**src/rtl/frame_sequencer_if.sv**
```systemverilog
// Bundle of the pixel stream, datapath control and object-report signals
// shared between the frame sequencer (master) and the pixel pipeline side (slave).
interface frame_sequencer_if;
   logic        in_valid;
   logic        in_ready;
   logic        out_valid;
   logic        out_ready;
   logic        pipe_en;
   logic [15:0] pipe_x;
   logic [15:0] pipe_y;
   logic [7:0]  pipe_obj_id;
   logic [15:0] obj_x_in;
   logic [15:0] obj_y_in;
   logic        rpt_valid;
   logic        rpt_ready;
   logic [7:0]  rpt_id;
   logic [15:0] rpt_x;
   logic [15:0] rpt_y;

   modport master (
      input  in_valid, out_ready, obj_x_in, obj_y_in, rpt_ready,
      output in_ready, out_valid, pipe_en, pipe_x, pipe_y, pipe_obj_id,
             rpt_valid, rpt_id, rpt_x, rpt_y
   );

   modport slave (
      output in_valid, out_ready, obj_x_in, obj_y_in, rpt_ready,
      input  in_ready, out_valid, pipe_en, pipe_x, pipe_y, pipe_obj_id,
             rpt_valid, rpt_id, rpt_x, rpt_y
   );
endinterface

```
**src/rtl/frame_sequencer.sv**
```systemverilog
// Frame sequencer: streams one frame of pixels through the pixel pipeline,
// flushes the pipeline's row buffers, then walks the object table and emits
// one coordinate report per non-background object.
module frame_sequencer #(
   parameter int FRAME_WIDTH  = 640,
   parameter int FRAME_HEIGHT = 480,
   parameter int LATENCY      = 643,
   parameter int MAX_OBJ      = 256,
   parameter int OBJ_LAT      = 1
) (
   input  logic              clk,
   input  logic              reset,
   input  logic              start,
   frame_sequencer_if.master bus,
   output logic              busy,
   output logic              done
);
   localparam int NPIX  = FRAME_WIDTH * FRAME_HEIGHT;
   localparam int TOTAL = NPIX + LATENCY;
   localparam int CNT_W = $clog2(TOTAL);
   localparam int LAT_W = (OBJ_LAT > 1) ? $clog2(OBJ_LAT) : 1;

   localparam logic [CNT_W-1:0] CNT_LAT      = CNT_W'(LATENCY);
   localparam logic [CNT_W-1:0] CNT_PIX_LAST = CNT_W'(NPIX - 1);
   localparam logic [CNT_W-1:0] CNT_END      = CNT_W'(TOTAL - 1);
   localparam logic [LAT_W-1:0] LAT_LAST     = LAT_W'(OBJ_LAT - 1);
   localparam logic [7:0]       ID_LAST      = 8'(MAX_OBJ - 1);
   localparam logic [15:0]      X_LAST       = 16'(FRAME_WIDTH - 1);
   localparam logic [15:0]      Y_LAST       = 16'(FRAME_HEIGHT - 1);

   // RD_FINISH is the final readout cycle carrying the done pulse, so a start
   // arriving alongside done is still seen outside IDLE and ignored.
   typedef enum logic [2:0] {
      S_IDLE,
      S_STREAM,
      S_FLUSH,
      S_RD_WAIT,
      S_RD_PRESENT,
      S_RD_FINISH
   } state_t;

   state_t           state, next_state;
   logic [CNT_W-1:0] issue_cnt;
   logic [LAT_W-1:0] lat_cnt;
   logic             pipe_en;
   logic             in_ready;
   logic [15:0]      pipe_x, pipe_y;
   logic [7:0]       pipe_obj_id;
   logic             rpt_valid;
   logic [7:0]       rpt_id;
   logic [15:0]      rpt_x, rpt_y;

   assign bus.pipe_en     = pipe_en;
   assign bus.in_ready    = in_ready;
   assign bus.out_valid   = pipe_en & (issue_cnt >= CNT_LAT);
   assign bus.pipe_x      = pipe_x;
   assign bus.pipe_y      = pipe_y;
   assign bus.pipe_obj_id = pipe_obj_id;
   assign bus.rpt_valid   = rpt_valid;
   assign bus.rpt_id      = rpt_id;
   assign bus.rpt_x       = rpt_x;
   assign bus.rpt_y       = rpt_y;
   assign busy            = (state != S_IDLE);

   // State register.
   always_ff @(posedge clk or posedge reset) begin
      if (reset) state <= S_IDLE;
      else       state <= next_state;
   end

   // Next-state decode plus the combinational enable/consume strobes.
   always_comb begin
      next_state = state;
      pipe_en    = 1'b0;
      in_ready   = 1'b0;
      case (state)
         S_IDLE: begin
            if (start) next_state = S_STREAM;
         end
         S_STREAM: begin
            // Only enable when downstream can take the pipeline's output.
            pipe_en  = bus.in_valid & bus.out_ready;
            in_ready = pipe_en;
            if (pipe_en && issue_cnt == CNT_PIX_LAST) next_state = S_FLUSH;
         end
         S_FLUSH: begin
            pipe_en = bus.out_ready;
            if (pipe_en && issue_cnt == CNT_END) next_state = S_RD_WAIT;
         end
         S_RD_WAIT: begin
            if (lat_cnt == LAT_LAST) next_state = S_RD_PRESENT;
         end
         S_RD_PRESENT: begin
            if (bus.rpt_ready) next_state = (rpt_id == ID_LAST) ? S_RD_FINISH : S_RD_WAIT;
         end
         S_RD_FINISH: begin
            next_state = S_IDLE;
         end
         default: next_state = S_IDLE;
      endcase
   end

   // Issue/raster counters, object walk and report registers.
   always_ff @(posedge clk or posedge reset) begin
      if (reset) begin
         issue_cnt   <= '0;
         lat_cnt     <= '0;
         pipe_x      <= '0;
         pipe_y      <= '0;
         pipe_obj_id <= '0;
         rpt_valid   <= 1'b0;
         rpt_id      <= '0;
         rpt_x       <= '0;
         rpt_y       <= '0;
         done        <= 1'b0;
      end else begin
         done <= 1'b0;
         case (state)
            S_IDLE: begin
               if (start) begin
                  issue_cnt <= '0;
                  pipe_x    <= '0;
                  pipe_y    <= '0;
               end
            end
            S_STREAM, S_FLUSH: begin
               if (pipe_en) begin
                  issue_cnt <= issue_cnt + CNT_W'(1);
                  if (pipe_x == X_LAST) begin
                     pipe_x <= '0;
                     pipe_y <= (pipe_y == Y_LAST) ? 16'd0 : pipe_y + 16'd1;
                  end else begin
                     pipe_x <= pipe_x + 16'd1;
                  end
                  if (state == S_FLUSH && issue_cnt == CNT_END) begin
                     pipe_obj_id <= 8'd1;
                     lat_cnt     <= '0;
                  end
               end
            end
            S_RD_WAIT: begin
               if (lat_cnt == LAT_LAST) begin
                  rpt_valid <= 1'b1;
                  rpt_id    <= pipe_obj_id;
                  rpt_x     <= bus.obj_x_in;
                  rpt_y     <= bus.obj_y_in;
               end else begin
                  lat_cnt <= lat_cnt + LAT_W'(1);
               end
            end
            S_RD_PRESENT: begin
               if (bus.rpt_ready) begin
                  rpt_valid <= 1'b0;
                  if (rpt_id == ID_LAST) begin
                     done <= 1'b1;
                  end else begin
                     pipe_obj_id <= pipe_obj_id + 8'd1;
                     lat_cnt     <= '0;
                  end
               end
            end
            default: ;
         endcase
      end
   end
endmodule

```
**src/flat_wrapper.sv**
```systemverilog
// flat-port wrapper written by rule: the top's interface ports become plain ports
module frame_sequencer_flat 
#(
   parameter int FRAME_WIDTH  = 640,
   parameter int FRAME_HEIGHT = 480,
   parameter int LATENCY      = 643,
   parameter int MAX_OBJ      = 256,
   parameter int OBJ_LAT      = 1
)
  (clk, reset, start, busy, done, bus_in_valid, bus_out_ready, bus_obj_x_in, bus_obj_y_in, bus_rpt_ready, bus_in_ready, bus_out_valid, bus_pipe_en, bus_pipe_x, bus_pipe_y, bus_pipe_obj_id, bus_rpt_valid, bus_rpt_id, bus_rpt_x, bus_rpt_y);
  frame_sequencer_if bus_i ();
  input  logic clk;
  input  logic reset;
  input  logic start;
  output logic busy;
  output logic done;
  input wire logic [$bits(bus_i.in_valid)-1:0] bus_in_valid;
  input wire logic [$bits(bus_i.out_ready)-1:0] bus_out_ready;
  input wire logic [$bits(bus_i.obj_x_in)-1:0] bus_obj_x_in;
  input wire logic [$bits(bus_i.obj_y_in)-1:0] bus_obj_y_in;
  input wire logic [$bits(bus_i.rpt_ready)-1:0] bus_rpt_ready;
  output wire logic [$bits(bus_i.in_ready)-1:0] bus_in_ready;
  output wire logic [$bits(bus_i.out_valid)-1:0] bus_out_valid;
  output wire logic [$bits(bus_i.pipe_en)-1:0] bus_pipe_en;
  output wire logic [$bits(bus_i.pipe_x)-1:0] bus_pipe_x;
  output wire logic [$bits(bus_i.pipe_y)-1:0] bus_pipe_y;
  output wire logic [$bits(bus_i.pipe_obj_id)-1:0] bus_pipe_obj_id;
  output wire logic [$bits(bus_i.rpt_valid)-1:0] bus_rpt_valid;
  output wire logic [$bits(bus_i.rpt_id)-1:0] bus_rpt_id;
  output wire logic [$bits(bus_i.rpt_x)-1:0] bus_rpt_x;
  output wire logic [$bits(bus_i.rpt_y)-1:0] bus_rpt_y;
  assign bus_i.in_valid = bus_in_valid;
  assign bus_i.out_ready = bus_out_ready;
  assign bus_i.obj_x_in = bus_obj_x_in;
  assign bus_i.obj_y_in = bus_obj_y_in;
  assign bus_i.rpt_ready = bus_rpt_ready;
  assign bus_in_ready = bus_i.in_ready;
  assign bus_out_valid = bus_i.out_valid;
  assign bus_pipe_en = bus_i.pipe_en;
  assign bus_pipe_x = bus_i.pipe_x;
  assign bus_pipe_y = bus_i.pipe_y;
  assign bus_pipe_obj_id = bus_i.pipe_obj_id;
  assign bus_rpt_valid = bus_i.rpt_valid;
  assign bus_rpt_id = bus_i.rpt_id;
  assign bus_rpt_x = bus_i.rpt_x;
  assign bus_rpt_y = bus_i.rpt_y;
  frame_sequencer #(.FRAME_WIDTH(FRAME_WIDTH), .FRAME_HEIGHT(FRAME_HEIGHT), .LATENCY(LATENCY), .MAX_OBJ(MAX_OBJ), .OBJ_LAT(OBJ_LAT)) u_core (.clk(clk), .reset(reset), .start(start), .bus(bus_i), .busy(busy), .done(done));
endmodule
```
**config.mk**
```make
export PLATFORM = sky130hd
export DESIGN_NAME = frame_sequencer_flat
export DESIGN_NICKNAME = d
export VERILOG_FILES = /design/src/rtl/frame_sequencer_if.sv /design/src/rtl/frame_sequencer.sv /design/src/flat_wrapper.sv
export SDC_FILE = /design/constraint.sdc
export NUM_CORES = 1
export LEC_CHECK = 0
export CAP_MARGIN = 20
export CORE_MARGIN = 8
export CORE_UTILIZATION = 45
export DETAILED_ROUTE_END_ITERATION = 6
export GPL_ROUTABILITY_DRIVEN = 0
export GPL_TIMING_DRIVEN = 0
export PLACE_DENSITY_LB_ADDON = 0.05
export SETUP_SLACK_MARGIN = 0.02
export SYNTH_ARGS = -nofsm -noshare
export SYNTH_HDL_FRONTEND = slang
export SYNTH_SLANG_ARGS = --single-unit
```
**constraint.sdc**
```tcl
create_clock -name clk -period 6.75 [get_ports clk]
set_clock_uncertainty 0.2 [all_clocks]
set_input_delay 1.0125 -clock clk [delete_from_list [all_inputs] [get_ports clk]]
set_output_delay 1.0125 -clock clk [all_outputs]
set_load 0.005 [all_outputs]
```
==> flow_summary.toml <==
[outcome]
run_status = "finished, final reports clean"

[timing]
min_period_ns = 4.77
fmaxAchievable_ghz = 0.210
sum_neg_setup_slack_ns = 0
grt_setup_unrepaired = "false"
timing_hold_violations_final = 0
finalSetupViolations = 0
post-route-period-util_pct = 70.6
tightestPinTransition_ns = 0.758
maxSlewHeadroom_pct = 49.0
slew_violations = 0

[finish]
layout.cells.most_common_list = "sky130_fd_sc_hd__clkdlybuf4s50_1 (123), sky130_fd_sc_hd__dfrtp_1 (104), sky130_fd_sc_hd__nand2_1 (55), sky130_fd_sc_hd__mux2_2 (39), sky130_fd_sc_hd__nor2_1 (37)"
syn_to_final_growth_pct = 33.3
layout-drive-gt1-share_pct = 12.1
mostFrequentLayoutCell = "sky130_fd_sc_hd__clkdlybuf4s50_1"
fill_cells = 1011
finalNetCount = 689
final_design_area_no_fill_sq_mm = 0.00696
antenna_cells_inserted = 0

[detailed_routing]
drc = 0
highest-signal-layer = "met4"
postRouteAntennaNets = 0
routedWlPerCell_microns = 17.7
detailroute.wirelength.met3_microns = 833
dr.first_iter.drc_count = 366
viasPerCell = 5.69
route.vias.total = 4518
wl_met2_microns = 6950
dr.pass1.iters = 5
detail_route.wirelength_microns = 14100
m1WireLength_microns = 6120

[critical_path]
critical_path_class = "in -> out"
path_common_cell = "sky130_fd_sc_hd__clkdlybuf4s50_1"
cp-start-kind = "input port"
end_kind = "primary output"
crit_path_cell_trace = "clkdlybuf4s50_1 > mux2i_1 > o22a_1 > buf_2 > nor2_1 > nand2_1 > a31oi_1 > clkdlybuf4s50_1"
worstPathArrival_ns = 3.55
required_ns = 5.54
cp_slowest_cell = "sky130_fd_sc_hd__clkdlybuf4s50_1"
critPathMaxStageDelay_ns = 0.60
critical_path_peak_fanout = 9

[power]
vdd.ir_drop.worst_v = 0.000225
leakagePower_uw = 0.00282
pwr-share-comb_pct = 42.9
power.clock.fraction_pct = 21.0
powerDensity_mw_per_mm2 = 362
total_switching_power_uw = 889
sw_frac_of_total_pct = 35.3
power.sequential.fraction_pct = 36.1
cellInternalPower_uw = 1630

[place]
port_buffers = 123
place_area_sq_mm = 0.00666
place_hpwl_microns = 10400

[clocking]
cts_root_buf = "sky130_fd_sc_hd__clkbuf_16"
ctsLongestPathBuffers = 2
cts-buffers-inserted = 9
cts_max_level = 3
post-cts-setup-buffer-count = 0
clk_transition_reported_paths_ns = 0.07
numClockSinks = 104
cts.hold.buffers_added = 0
cts_tree = "built"
ctsResizeCount = 0
clkLatencyLatePin_ns = 0.36

[global_route]
global_route_overflow = 0
grt_pass1_wl_microns = 23100
grt_start_max_net_pins = 56
antenna_violations_before_repair = 0
track_usage_pct = 19.1
first_global_vias = 4433

[die]
chipHeight_microns = 124
rows = 39
core_sq_mm = 0.0114
start_util_pct = 45.9
ioPinCount = 124
die_outline_area_sq_mm = 0.0153
die-width_microns = 124

[logic_synthesis]
netlist_instances = 511
synth_area_sq_mm = 0.00522
postSynthRegisterBits = 104
synth_ff_type = "sky130_fd_sc_hd__dfrtp_1"
share_of_synthesized_flip_flops_with_an_asynchronous_set_or_reset_pct = 100
number_of_synthesis_warnings = 0
number_of_synthesized_flops_with_an_enable_pin = 0
post_synth_num_cell_types = 55
synth-seq-area-share_pct = 49.9
synth_net_count = 554
postSynthAreaPerCell_sq_um = 10.2

[worst_hold_path]
min-delay-path-class = "reg -> reg"

[job]
max_cap_viol_count = 0
[kinds of logic after synthesis]
logic type | count (synthesis) | synth area share (%)
AOI/OAI and AO/OA | 79 | 10.2
xor gates and xnor gates | 20 | 3.36
adders and majority gates | 5 | 1.20
buffers and inverters | 33 | 2.71
DFF | 104 | 49.9
muxes | 42 | 8.99
and+or+nand+nor | 228 | 23.7
[synthesized netlist by cell type (8+ instances only)]
cell | number | share of area (%)
sky130_fd_sc_hd__nor2_1 | 37 | 2.7
sky130_fd_sc_hd__and3_1 | 8 | 0.96
sky130_fd_sc_hd__nand4_1 | 18 | 2.2
sky130_fd_sc_hd__xnor2_1 | 16 | 2.7
sky130_fd_sc_hd__or4_1 | 10 | 1.4
sky130_fd_sc_hd__inv_1 | 14 | 1.0
sky130_fd_sc_hd__dfrtp_1 | 104 | 50
sky130_fd_sc_hd__a21oi_1 | 13 | 1.2
sky130_fd_sc_hd__clkbuf_1 | 9 | 0.65
sky130_fd_sc_hd__mux2_2 | 39 | 8.4
sky130_fd_sc_hd__buf_2 | 8 | 0.77
sky130_fd_sc_hd__nor3_1 | 18 | 1.7
sky130_fd_sc_hd__nand2_1 | 55 | 4.0
sky130_fd_sc_hd__nand3_1 | 27 | 2.6
sky130_fd_sc_hd__o21ai_0 | 26 | 2.5
sky130_fd_sc_hd__nor4_1 | 15 | 1.8
[power by group through the flow]
stage / clock, uW / sequential, uW / combinational (uW)
final: 527 / 910 / 1080
after global placement: 0 / 912 / 1080
after detailed placement: 0 / 921 / 1090
after CTS: 546 / 910 / 1090
after floorplan: 0 / 915 / 563
after global routing: 568 / 936 / 1190
[per-stage QoR]
step | hold slack [ns] | std cells | total power [uW] | worst slack, ns | utilization [%]
floorplan | 0.268 | 511 | 1480 | 2.81 | -
global placement | 0.266 | 777 | 1990 | 1.22 | 58.3
detailed placement | 0.266 | 778 | 2010 | 2.02 | 58.6
CTS | 0.294 | 794 | 2550 | 1.96 | 61.2
global route | 0.315 | 794 | 2690 | 1.84 | 61.2
finish | 0.290 | 794 | 2520 | 1.98 | 61.2
[worst max-delay path: cells and delay by family]
| kind | cells | cell delay, ns |
|---|---|---|
| muxes | 1 | 0.16 |
| and+or+nand+nor | 2 | 0.61 |
| AOI/OAI and AO/OA | 2 | 0.46 |
| buffers and inverters | 3 | 1.32 |
[sequential cells by signal, indices dropped and copies added (netlist names), 3 cells and up]
register                count
u_core.bus.rpt_id           8
u_core.state                3
u_core.bus.rpt_x           16
u_core.bus.pipe_x          16
u_core.bus.pipe_obj_id      8
u_core.issue_cnt           19
u_core.bus.pipe_y          16
u_core.bus.rpt_y           16
[cell type report]
cell class	instances	area (sq um)	share of cell area (%)
tap	143	179	2.57
timing repair buffer	124	1260	18.1
inverter	15	58.8	0.845
buffer	18	85.1	1.22
sequential	104	2600	37.4
multi-input combinational	374	2470	35.6
clock inverter	6	68.8	0.989
clock buffer	10	229	3.29
[path summary, 6_finish.rpt]
kind                                 startpoint                   endpoint  slack (ns)  cells after the start
max in group asynchronous                 reset       u_core.bus.pipe_y[0]        4.76                      3
setup reg to reg            u_core.issue_cnt[0]  u_core.bus.pipe_obj_id[3]        4.07                      7
setup / recovery                  bus_out_ready              bus_out_valid        1.98                      8
min in group asynchronous                 reset       u_core.bus.rpt_y[15]        0.91                      2
hold reg to reg            u_core.bus.rpt_valid       u_core.bus.rpt_valid        0.29                      2
hold / removal             u_core.bus.rpt_valid       u_core.bus.rpt_valid        0.29                      2
[per-layer routing]
layer	vias to the layer above	track usage [%]
met5	-	0
met4	0	5.34
met3	16	5.94
met2	106	30.4
met1	2256	24.5
li1	2140	-
No activity file was read; power rests on OpenSTA's default activity.
